==> src/rtl/scr1_trace_pkg.sv <==
// Shared types and constants for the IMEM fetch trace capture block.
//
// Contents:
//   type_scr1_trace_resp_e  - IMEM response codes (11 is handled as an error)
//   type_scr1_trace_rec_s   - one trace record {addr, instr, err, match}
//   type_scr1_trace_fsm_e   - output stage states
//   SCR1_TRACE_DROP_CNT_W   - width of the dropped-record counter
package scr1_trace_pkg;

    typedef enum logic [1:0] {
        IDLE = 2'b00,
        RDY  = 2'b01,
        ER   = 2'b10
    } type_scr1_trace_resp_e;

    typedef struct packed {
        logic [31:0] addr;
        logic [31:0] instr;
        logic        err;
        logic        match;
    } type_scr1_trace_rec_s;

    typedef enum logic {
        TRC_FSM_IDLE = 1'b0,
        TRC_FSM_HOLD = 1'b1
    } type_scr1_trace_fsm_e;

    localparam int SCR1_TRACE_DROP_CNT_W = 16;

endpackage : scr1_trace_pkg

==> src/rtl/scr1_trace_addr_fifo.sv <==
// Small address FIFO holding the fetch addresses of outstanding requests.
//
// Ports:
//   clk, rst  - clock, synchronous active-high reset (empties the FIFO)
//   push      - write wdata; ignored when full unless a pop happens this cycle
//   pop       - remove the head; ignored when empty (no bypass of a same-cycle push)
//   wdata     - data to push
//   rdata     - current head (meaningful only when !empty)
//   empty     - no entries
//   full      - DEPTH entries
//
// Pointers carry one extra wrap bit so full and empty are distinguishable
// when the index bits are equal.
module scr1_trace_addr_fifo #(
    parameter int DEPTH = 4,
    parameter int WIDTH = 32
) (
    input  logic             clk,
    input  logic             rst,
    input  logic             push,
    input  logic             pop,
    input  logic [WIDTH-1:0] wdata,
    output logic [WIDTH-1:0] rdata,
    output logic             empty,
    output logic             full
);

    localparam int AW = $clog2(DEPTH);

    logic [AW:0]      wr_ptr;
    logic [AW:0]      rd_ptr;
    logic [WIDTH-1:0] mem [DEPTH];
    logic             pop_eff;
    logic             push_eff;

    assign empty = (wr_ptr == rd_ptr);
    assign full  = (wr_ptr[AW] != rd_ptr[AW]) && (wr_ptr[AW-1:0] == rd_ptr[AW-1:0]);

    // A pop on an empty FIFO is a no-op; a push into a full FIFO only
    // succeeds when the head is leaving in the same cycle.
    assign pop_eff  = pop & ~empty;
    assign push_eff = push & (~full | pop_eff);

    assign rdata = mem[rd_ptr[AW-1:0]];

    always_ff @(posedge clk) begin
        if (rst) begin
            wr_ptr <= '0;
            rd_ptr <= '0;
        end else begin
            if (push_eff) wr_ptr <= wr_ptr + {{AW{1'b0}}, 1'b1};
            if (pop_eff)  rd_ptr <= rd_ptr + {{AW{1'b0}}, 1'b1};
        end
    end

    // Storage needs no reset: entries are only read between push and pop.
    always_ff @(posedge clk) begin
        if (push_eff) mem[wr_ptr[AW-1:0]] <= wdata;
    end

endmodule : scr1_trace_addr_fifo

==> src/rtl/scr1_imem_trace_capture.sv <==
// Pairs accepted IMEM fetch requests with their responses and emits one trace
// record per response on a valid/ready stream.
//
// Configuration macro: SCR1_TRACE_CMD_MATCH_EN
//   defined   - instruction pattern comparator and match_cnt are built
//   undefined - trc_match and match_cnt are constant 0, match_mask and
//               match_pattern are ignored
//
// Ports:
//   clk, rst          - clock, synchronous active-high reset
//   imem_req/_ack     - request handshake; a fire pushes imem_addr
//   imem_addr         - fetch address
//   imem_rdata        - fetch data, valid with a non-idle imem_resp
//   imem_resp         - 00 idle, 01 ready, 10/11 error; non-idle pops an address
//   match_mask/pattern- instruction compare (quasi-static)
//   trc_vld/trc_rdy   - record stream handshake
//   trc_addr/instr/err/match - record fields
//   match_cnt         - matched records loaded into the output (wraps)
//   drop_cnt          - records lost to back-pressure (saturates)
//   fifo_ovf          - sticky: accepted request lost on full address FIFO
//   orphan_resp       - sticky: response with no outstanding address
//
// Stream handshake: a record transfers on a cycle where trc_vld and trc_rdy
// are both high; while trc_vld is high and trc_rdy low the record fields are
// held stable, and any record arriving then is dropped and counted.
module scr1_imem_trace_capture
    import scr1_trace_pkg::*;
#(
    parameter int ADDR_FIFO_DEPTH = 4,
    parameter int CNT_W           = 32
) (
    input  logic                             clk,
    input  logic                             rst,
    input  logic                             imem_req,
    input  logic                             imem_req_ack,
    input  logic [31:0]                      imem_addr,
    input  logic [31:0]                      imem_rdata,
    input  logic [1:0]                       imem_resp,
    input  logic [31:0]                      match_mask,
    input  logic [31:0]                      match_pattern,
    output logic                             trc_vld,
    input  logic                             trc_rdy,
    output logic [31:0]                      trc_addr,
    output logic [31:0]                      trc_instr,
    output logic                             trc_err,
    output logic                             trc_match,
    output logic [CNT_W-1:0]                 match_cnt,
    output logic [SCR1_TRACE_DROP_CNT_W-1:0] drop_cnt,
    output logic                             fifo_ovf,
    output logic                             orphan_resp
);

    logic                  push;
    logic                  resp_vld;
    logic [31:0]           head_addr;
    logic                  fifo_empty;
    logic                  fifo_full;
    logic                  new_err;
    logic                  new_match;
    type_scr1_trace_rec_s  new_rec;
    type_scr1_trace_rec_s  rec_q;
    type_scr1_trace_fsm_e  state_q;
    type_scr1_trace_fsm_e  state_d;
    logic                  load;
    logic                  drop;
    logic [SCR1_TRACE_DROP_CNT_W-1:0] drop_cnt_q;

    assign push     = imem_req & imem_req_ack;
    assign resp_vld = (imem_resp != IDLE);

    scr1_trace_addr_fifo #(
        .DEPTH (ADDR_FIFO_DEPTH),
        .WIDTH (32)
    ) i_addr_fifo (
        .clk   (clk),
        .rst   (rst),
        .push  (push),
        .pop   (resp_vld),
        .wdata (imem_addr),
        .rdata (head_addr),
        .empty (fifo_empty),
        .full  (fifo_full)
    );

    // Both 10 and 11 are error responses.
    assign new_err = imem_resp[1];

`ifdef SCR1_TRACE_CMD_MATCH_EN
    logic [CNT_W-1:0] match_cnt_q;

    // Only a clean (RDY) response can match; error data is never compared.
    assign new_match = (imem_resp == RDY)
                    && ((imem_rdata & match_mask) == (match_pattern & match_mask));

    always_ff @(posedge clk) begin
        if (rst) begin
            match_cnt_q <= '0;
        end else if (load && new_rec.match) begin
            match_cnt_q <= match_cnt_q + {{(CNT_W-1){1'b0}}, 1'b1};
        end
    end

    assign match_cnt = match_cnt_q;
`else
    logic unused_match_cfg;
    assign unused_match_cfg = ^{match_mask, match_pattern};
    assign new_match        = 1'b0;
    assign match_cnt        = '0;
`endif

    // An orphan response still produces a record, with a zero address.
    always_comb begin
        new_rec       = '0;
        new_rec.addr  = fifo_empty ? 32'h0 : head_addr;
        new_rec.instr = new_err ? 32'h0 : imem_rdata;
        new_rec.err   = new_err;
        new_rec.match = new_match;
    end

    // Output stage: IDLE has nothing to offer, HOLD presents rec_q.
    always_ff @(posedge clk) begin
        if (rst) state_q <= TRC_FSM_IDLE;
        else     state_q <= state_d;
    end

    always_comb begin
        state_d = state_q;
        load    = 1'b0;
        drop    = 1'b0;
        case (state_q)
            TRC_FSM_IDLE: begin
                if (resp_vld) begin
                    load    = 1'b1;
                    state_d = TRC_FSM_HOLD;
                end
            end
            TRC_FSM_HOLD: begin
                if (trc_rdy) begin
                    if (resp_vld) load = 1'b1;
                    else          state_d = TRC_FSM_IDLE;
                end else if (resp_vld) begin
                    drop = 1'b1;
                end
            end
            default: state_d = TRC_FSM_IDLE;
        endcase
    end

    always_ff @(posedge clk) begin
        if (rst) begin
            rec_q <= '0;
        end else if (load) begin
            rec_q <= new_rec;
        end
    end

    always_ff @(posedge clk) begin
        if (rst) begin
            drop_cnt_q <= '0;
        end else if (drop && (drop_cnt_q != {SCR1_TRACE_DROP_CNT_W{1'b1}})) begin
            drop_cnt_q <= drop_cnt_q + {{(SCR1_TRACE_DROP_CNT_W-1){1'b0}}, 1'b1};
        end
    end

    // Overflow only when the full FIFO is not being popped in the same cycle.
    always_ff @(posedge clk) begin
        if (rst) begin
            fifo_ovf    <= 1'b0;
            orphan_resp <= 1'b0;
        end else begin
            if (push && fifo_full && !resp_vld) fifo_ovf    <= 1'b1;
            if (resp_vld && fifo_empty)         orphan_resp <= 1'b1;
        end
    end

    assign trc_vld   = (state_q == TRC_FSM_HOLD);
    assign trc_addr  = rec_q.addr;
    assign trc_instr = rec_q.instr;
    assign trc_err   = rec_q.err;
    assign trc_match = rec_q.match;
    assign drop_cnt  = drop_cnt_q;

endmodule : scr1_imem_trace_capture

==> config.mk <==
export PLATFORM = sky130hd
export DESIGN_NAME = scr1_imem_trace_capture
export DESIGN_NICKNAME = d
export VERILOG_FILES = /design/src/rtl/scr1_trace_pkg.sv /design/src/rtl/scr1_trace_addr_fifo.sv /design/src/rtl/scr1_imem_trace_capture.sv
export SDC_FILE = /design/constraint.sdc
export NUM_CORES = 1
export LEC_CHECK = 0
export CORE_ASPECT_RATIO = 0.9
export CORE_MARGIN = 2
export CORE_UTILIZATION = 29
export DETAILED_ROUTE_END_ITERATION = 10
export SLEW_MARGIN = 20
export SYNTH_ARGS = -nofsm -noshare
export SYNTH_HDL_FRONTEND = slang
export SYNTH_SLANG_ARGS = --single-unit
==> constraint.sdc <==
create_clock -name clk -period 2.6 [get_ports clk]
set_input_delay 0.65 -clock clk [delete_from_list [all_inputs] [get_ports clk]]
set_output_delay 0.65 -clock clk [all_outputs]
set_load 0.02 [all_outputs]
==> results.cfg, run 1 <==
[setup_path]
path_class = reg -> out
cp_slowest_cell = clkdlybuf4s50_1
worst-path-buf-inv = 1
crit_family = buffers and inverters
r2r-start = drop_cnt[2]
startpoint_type = register
cp.required_ps = 1950
slowest_delay_ps = 660
critPathArrivalTime_ps = 1650
regToRegSetupSlack_ps = 590
path_max_fanout = 7
cp-end-kind = output pin
worstPathCellList = clkdlybuf4s50_1
crit_start = drop_cnt[9]

[clocking]
hold_buffers = 0
cts_tree = done
cts_resized = 0
cts_root_buf = clkbuf_16
clk_pin_slew_ps = 60
cts_setup_buffers = 0
htree_levels = 1
clk_latency_ps = 520
cts_buffers = 25
clock_path_buffers = 3
cts.sinks = 220

[run]
drv_cap = 0

[yosys]
synth_edf_count = 128
muxShareOfSynthArea_pct = 9.33
synth-xor-area-share_pct = 0.934
async_flop_share_pct = 0
ys.flop_type = edfxtp_1
yosysUniqueCellTypes = 42
netlist_area_mm2 = 0.00844
synthAdderAreaFrac_pct = 0.890
syn_inst = 578
ys_seq_elements = 220
synth_compound_area_share_pct = 7.70
synth_area_per_cell_um2 = 14.6
synth_top_area_cell = edfxtp_1
synth_top_family_by_area = multiplexers
synth.top_cell.area_share_pct = 45.6
synth.area.top_cells = edfxtp_1, dfxtp_1, mux4_2
ys_warn_count = 0
synth_seq_area_share_pct = 67.4
synthSimpleGateAreaFrac_pct = 9.03

[final_layout]
fillers = 2669
drive_gt1_share_pct = 14.9
multi_input_area_mm2 = 0.00250
nets = 896
regArea_mm2 = 0.00569
antenna_cells = 0
area_growth_pct = 34.5

[global_routing]
grt_pass1_wl_um = 28600
grt_pass1_vias = 5158
track_usage_pct = 11.9
antenna_found_initial = 0
grt-ovfl-total = 0
grt_max_degree = 35

[sta]
whs_ps = 450
worstMarginPinSlew_ps = 500
period_minus_slack_ps = 2300
drv_slew = 0
max_freq_mhz = 434
timing.slew.headroom_pct = 66.4
fin_tns_setup_ps = 0
hold_viol = 0
finalCritPeriodShare_pct = 88.6
rsz0062_at_grt = false
skew_ps = 24.2
finalSetupViolations = 0

[worst_hold_path]
hp-class = reg -> reg
hp-start = trc_instr[9]

[power_and_ir_drop]
p_total_w = 0.00914
p_leak_nw = 3.82
p_per_area_mw_per_mm2 = 806
ir_drop_uv = 393

[die]
chipHeight_um = 166
rows = 59
die-area_mm2 = 0.0305
coreArea_mm2 = 0.0288
die_x_um = 184
ioPinCount = 252
floorplan.initialDensity_pct = 29.3

[routing]
drt-total-wl_um = 18600
firstDrtPassIters = 4
detail-route-antenna-nets = 0
routedWlPerCell_um = 16.3
vias = 5270
first_iter_violations = 299
drc = 0
routed_via_density = 4.63

[outcome]
outcome = finished clean

[place]
gp_congestion = 0.741
dp_hpwl_um = 11600
port_buffers = 154
logic make-up (layout without fill, tap and decap cells):
| group | after synthesis | count (layout) |
|---|---|---|
| AO/OA/AOI/OAI | 98 | 98 |
| XOR/XNOR | 9 | 9 |
| adder cells (fa/ha/maj) | 6 | 6 |
| buffers and inverters | 68 | 231 |
| flip-flops | 220 | 220 |
| multiplexers | 38 | 38 |
| other | 1 | 33 |
| AND/OR/NAND/NOR | 138 | 138 |
cells in the mapped netlist, types with 5 or more instances:
master / count
nor4_1: 6
clkbuf_1: 22
nand2_1: 45
mux4_2: 32
nor2b_1: 6
a22o_1: 32
a21oi_1: 46
buf_4: 33
dfxtp_1: 92
xnor2_1: 5
edfxtp_1: 128
buf_2: 6
nand3b_1: 32
o31ai_1: 8
nand4_1: 5
nor2_1: 16
ha_1: 6
or4_1: 8
worst min-delay path: cells and delay by family, from the launching register on:
kind / cells / cell delay, ps
flops: 1 / 310
simple gates: 1 / 50
compound gates: 1 / 50
metal layers:
metal  vias up  global-route usage (%)  routed length [um]
met1      2568                    15.9                8320
li1       2493                       -                   -
met3        38                    3.42                1260
met2       171                    18.7                8410
met4         0                    3.97                 589
met5         -                       0                   0
final timing paths:
check	cells past startpoint	to
worst max register to register	5	drop_cnt[14]
worst max-delay path	1	drop_cnt[9]
worst min register to register	2	trc_instr[9]
worst min-delay path	2	trc_instr[9]
final cells by class:
type / count / area share, %
tap: 366 / 4.04
sequential: 220 / 50.1
clock inverter: 12 / 1.26
clock buffer: 33 / 6.04
multi-input combinational: 322 / 22.0
inverter: 3 / 0.0992
timing repair buffer: 183 / 16.4
layout by cell type, fill, tap and decap left out, types with 3 or more instances in the layout:
cell type        Yosys  layout
clkbuf_8             0       3
bufinv_16            0       3
nor2b_1              6       6
or3_1                4       4
mux4_2              32      32
ha_1                 6       6
and2_2               0       4
nand3b_1            32      32
conb_1               1      33
edfxtp_1           128     128
xor2_1               4       4
mux2_1               4       4
o31ai_1              8       8
buf_4               33      20
a22o_1              32      32
clkbuf_16            0      25
a31oi_1              3       3
a21oi_1             46      46
nand2_1             45      45
xnor2_1              5       5
inv_1                3       3
nand4_1              5       5
clkbuf_1            22       5
clkdlybuf4s50_1      0     153
nand3_1              3       3
buf_12               0       9
nor4_1               6       6
clkinv_2             0       5
nor2_1              16      14
dfxtp_1             92      90
or4_1                8       8
o21ai_0              4       4
where the power goes:
| part | total [W] | switching (W) | internal (W) | leakage, nW |
|---|---|---|---|---|
| registers | 0.00399 | 0.000109 | 0.00388 | 1.91 |
| clock network | 0.00353 | 0.00138 | 0.00215 | 0.403 |
| logic | 0.00162 | 0.000779 | 0.000842 | 1.50 |
| total | 0.00914 | 0.00227 | 0.00687 | 3.82 |
registers in the layout, indices dropped and copies added, names as in the netlist, named ones only:
| signal | count |
|---|---|
| orphan_resp | 1 |
| trc_instr | 32 |
| trc_err | 1 |
| i_addr_fifo.rd_ptr | 3 |
| drop_cnt | 16 |
| trc_vld | 1 |
| i_addr_fifo.wr_ptr | 3 |
| fifo_ovf | 1 |
| trc_addr | 32 |
| i_addr_fifo.mem | 128 |
metrics by stage:
stage               util [%]  std cells  setup slack (ps)  cell area, um2
finish                  39.4       1139               298           11300
global route            39.4       1139               202           11300
CTS                     39.4       1139               280           11300
detailed placement      36.5       1094             -64.5           10500
global placement        36.5       1094             -84.3           10500
floorplan                  -        610              78.9            8560
Note: power is estimated with default switching activity, not from simulation.
==> run 2: changes to the inputs <==
Settings changed: SYNTH_HIERARCHICAL set to 1.
==> run 2 against run 1 <==
  * Sequential cell count is the same
  * Via count rose by 8.3%
  * Clock skew down 9.7 ps
  * Hold slack worse by 1.6 ps
  * Total power is essentially flat
  * Wire length rose by 9.5%
  * Final cell count increased by 9.9%
  * Synthesized cell count up 14%
  * Sequential share of layout area fell by 1.9 points
  * Utilization hardly changed
  * Non-clock buffer count rose by 2
  * Largest power group unchanged
==> results.cfg, run 2 <==
[outcome]
outcome = finished clean

[worst_hold_path]
hp-class = reg -> reg
whs_path_depth = 2
hp-start = trc_instr[12]
whs_endpoint = trc_instr[12]

[die]
coreArea_mm2 = 0.0300
floorplan.initialDensity_pct = 29.5
rows = 60
die-area_mm2 = 0.0319
chipHeight_um = 170
ioPinCount = 252
die_x_um = 188

[setup_path]
r2r-start = drop_cnt[0]
reg2regPathDepth = 6
worst-path-buf-inv = 1
path_max_fanout = 7
slowest_delay_ps = 650
cp.required_ps = 1950
worstPathCellList = clkdlybuf4s50_1
cp-end-kind = output pin
critPathArrivalTime_ps = 1620
regToRegEndpoint = drop_cnt[6]
startpoint_type = register
regToRegSetupSlack_ps = 600
cp_slowest_cell = clkdlybuf4s50_1
path_class = reg -> out
crit_family = buffers and inverters

[final_layout]
final_cell_mix = clkdlybuf4s50_1, edfxtp_1, dfxtp_1
design_area_mm2 = 0.0118
post-route-util_pct = 39.4
fillers = 2826
largest_register_ffs = 128
nets = 970
final_common_cell = clkdlybuf4s50_1
drive_gt1_share_pct = 15.0
area_growth_pct = 33.6
fin_cells = 1252

[routing]
firstDrtPassIters = 4
routedWlPerCell_um = 16.3
detail-route-antenna-nets = 0
met2_length_um = 9320
vias = 5707
top_layer_used = met5
routed_via_density = 4.56
first_iter_violations = 288
met1_length_um = 9020
drt-total-wl_um = 20400
drc = 0
met3_length_um = 1560

[place]
port_buffers = 154
dp_cells = 1206
gp_congestion = 0.758
dp_slack_ps = 71.6
dp_hpwl_um = 13300
place_area_mm2 = 0.0110

[sta]
fin_tns_setup_ps = 0
finalCritPeriodShare_pct = 87.5
finalSetupViolations = 0
period_minus_slack_ps = 2270
worst_slack_ps = 326
timing.slew.headroom_pct = 58.3
hold_viol = 0
skew_ps = 14.5
drv_slew = 0
rsz0062_at_grt = false
max_freq_mhz = 440
worstMarginPinSlew_ps = 625

[yosys]
synth_most_common_cell = edfxtp_1
ys.flop_type = edfxtp_1
yosysUniqueCellTypes = 54
ys_seq_elements = 220
synth_common_cells = edfxtp_1, dfxtp_1, a21oi_1
synth_area_per_cell_um2 = 13.4
synth_top_area_cell = edfxtp_1
ys_warn_count = 6
async_flop_share_pct = 0
synth_seq_area_share_pct = 64.4
synth_edf_count = 128
netlist_area_mm2 = 0.00883
synth.area.top_cells = edfxtp_1, dfxtp_1, mux4_2
syn_inst = 657
synth.top_cell.area_share_pct = 43.5

[global_routing]
grt_max_degree = 49
grt-ovfl-total = 0
grt_pass1_wl_um = 31800
track_usage_pct = 12.6
antenna_found_initial = 2
grt_pass1_vias = 5625

[clocking]
clk_latency_ps = 520
hold_buffers = 0
cts.sinks = 220
cts_setup_buffers = 0
cts_root_buf = clkbuf_16
cts_resized = 0
clk_pin_slew_ps = 60
htree_levels = 1
cts_buffers = 24
clock_path_buffers = 3
cts_tree = done

[power_and_ir_drop]
clkPwrFrac_pct = 35.8
p_sw_share_pct = 26.2
intPower_w = 0.00675
p_sw_w = 0.00240
ir_drop_uv = 401
p_leak_nw = 3.86
power_frac_seq_pct = 44.2
p_per_area_mw_per_mm2 = 775
comb_power_share_pct = 20.0

[run]
drv_cap = 0
==> run 2: changes by cell type in the layout (fill, tap and decap cells not counted), sizes merged, moves of 5 or more <==
cell,change
a21oi,+30
nand2,+26
inv,+5
nand3b,+33
a22o,-32
==> run 2: area by class of cell <==
| cell class | count | area (um2) | share of cell area, % |
|---|---|---|---|
| timing repair buffer | 185 | 1930 | 16.4 |
| inverter | 8 | 30.0 | 0.254 |
| multi-input combinational | 390 | 2870 | 24.3 |
| clock inverter | 12 | 110 | 0.933 |
| tap | 403 | 504 | 4.27 |
| clock buffer | 32 | 666 | 5.64 |
| sequential | 220 | 5690 | 48.2 |
| antenna | 2 | 5.00 | 0.0424 |
==> run 2: how the worst max path moves through the flow <==
stage / slack, ps / cells past startpoint / from / to
after global placement: 70 / 5 / imem_resp[1] / drop_cnt[9]
after floorplan: 200 / 5 / imem_resp[1] / i_addr_fifo/wr_ptr[2]
after CTS: 280 / 1 / drop_cnt[2] / drop_cnt[2]
after global routing: 250 / 1 / drop_cnt[2] / drop_cnt[2]
final: 330 / 1 / drop_cnt[3] / drop_cnt[3]
after detailed placement: 70 / 5 / imem_resp[1] / drop_cnt[9]
==> run 2: kinds of logic (layout without fill, tap and decap cells) <==
| logic type | count (synthesis) | in the layout | synth area share (%) |
|---|---|---|---|
| adder cells (fa/ha/maj) | 6 | 6 | 0.850 |
| AO/OA/AOI/OAI | 100 | 100 | 6.53 |
| XOR/XNOR | 4 | 4 | 0.652 |
| other | 1 | 35 | 0.0425 |
| multiplexers | 41 | 41 | 9.32 |
| buffers and inverters | 79 | 237 | 4.99 |
| flip-flops | 220 | 220 | 64.4 |
| AND/OR/NAND/NOR | 206 | 206 | 13.2 |
==> run 2: stage by stage <==
| stage | hold slack, ps | total power [W] |
|---|---|---|
| after floorplan | 513 | 0.00525 |
| after detailed placement | 443 | 0.00599 |
| final | 448 | 0.00914 |
| after CTS | 451 | 0.00931 |
| after global routing | 469 | 0.00958 |
| after global placement | 438 | 0.00598 |
==> run 2: power by group through the flow <==
stage / clock (W) / combinational (W) / sequential [W]
after detailed placement: 0 / 0.00187 / 0.00412
final: 0.00327 / 0.00183 / 0.00404
after global routing: 0.00352 / 0.00199 / 0.00407
after floorplan: 0 / 0.00107 / 0.00419
after CTS: 0.00338 / 0.00188 / 0.00405
after global placement: 0 / 0.00186 / 0.00412
==> run 2: routing by layer <==
layer,GRT usage (%),vias up
li1,-,2733
met1,16.6,2735
met2,20.8,202
met3,3.60,35
met4,2.94,2
met5,0,-
==> run 3: changes to the inputs <==
Settings changed: SYNTH_HIERARCHICAL 1 to not set.
==> results of run 3 <==
Same layout as run 1: the final DEF is identical, and so are final timing and power.
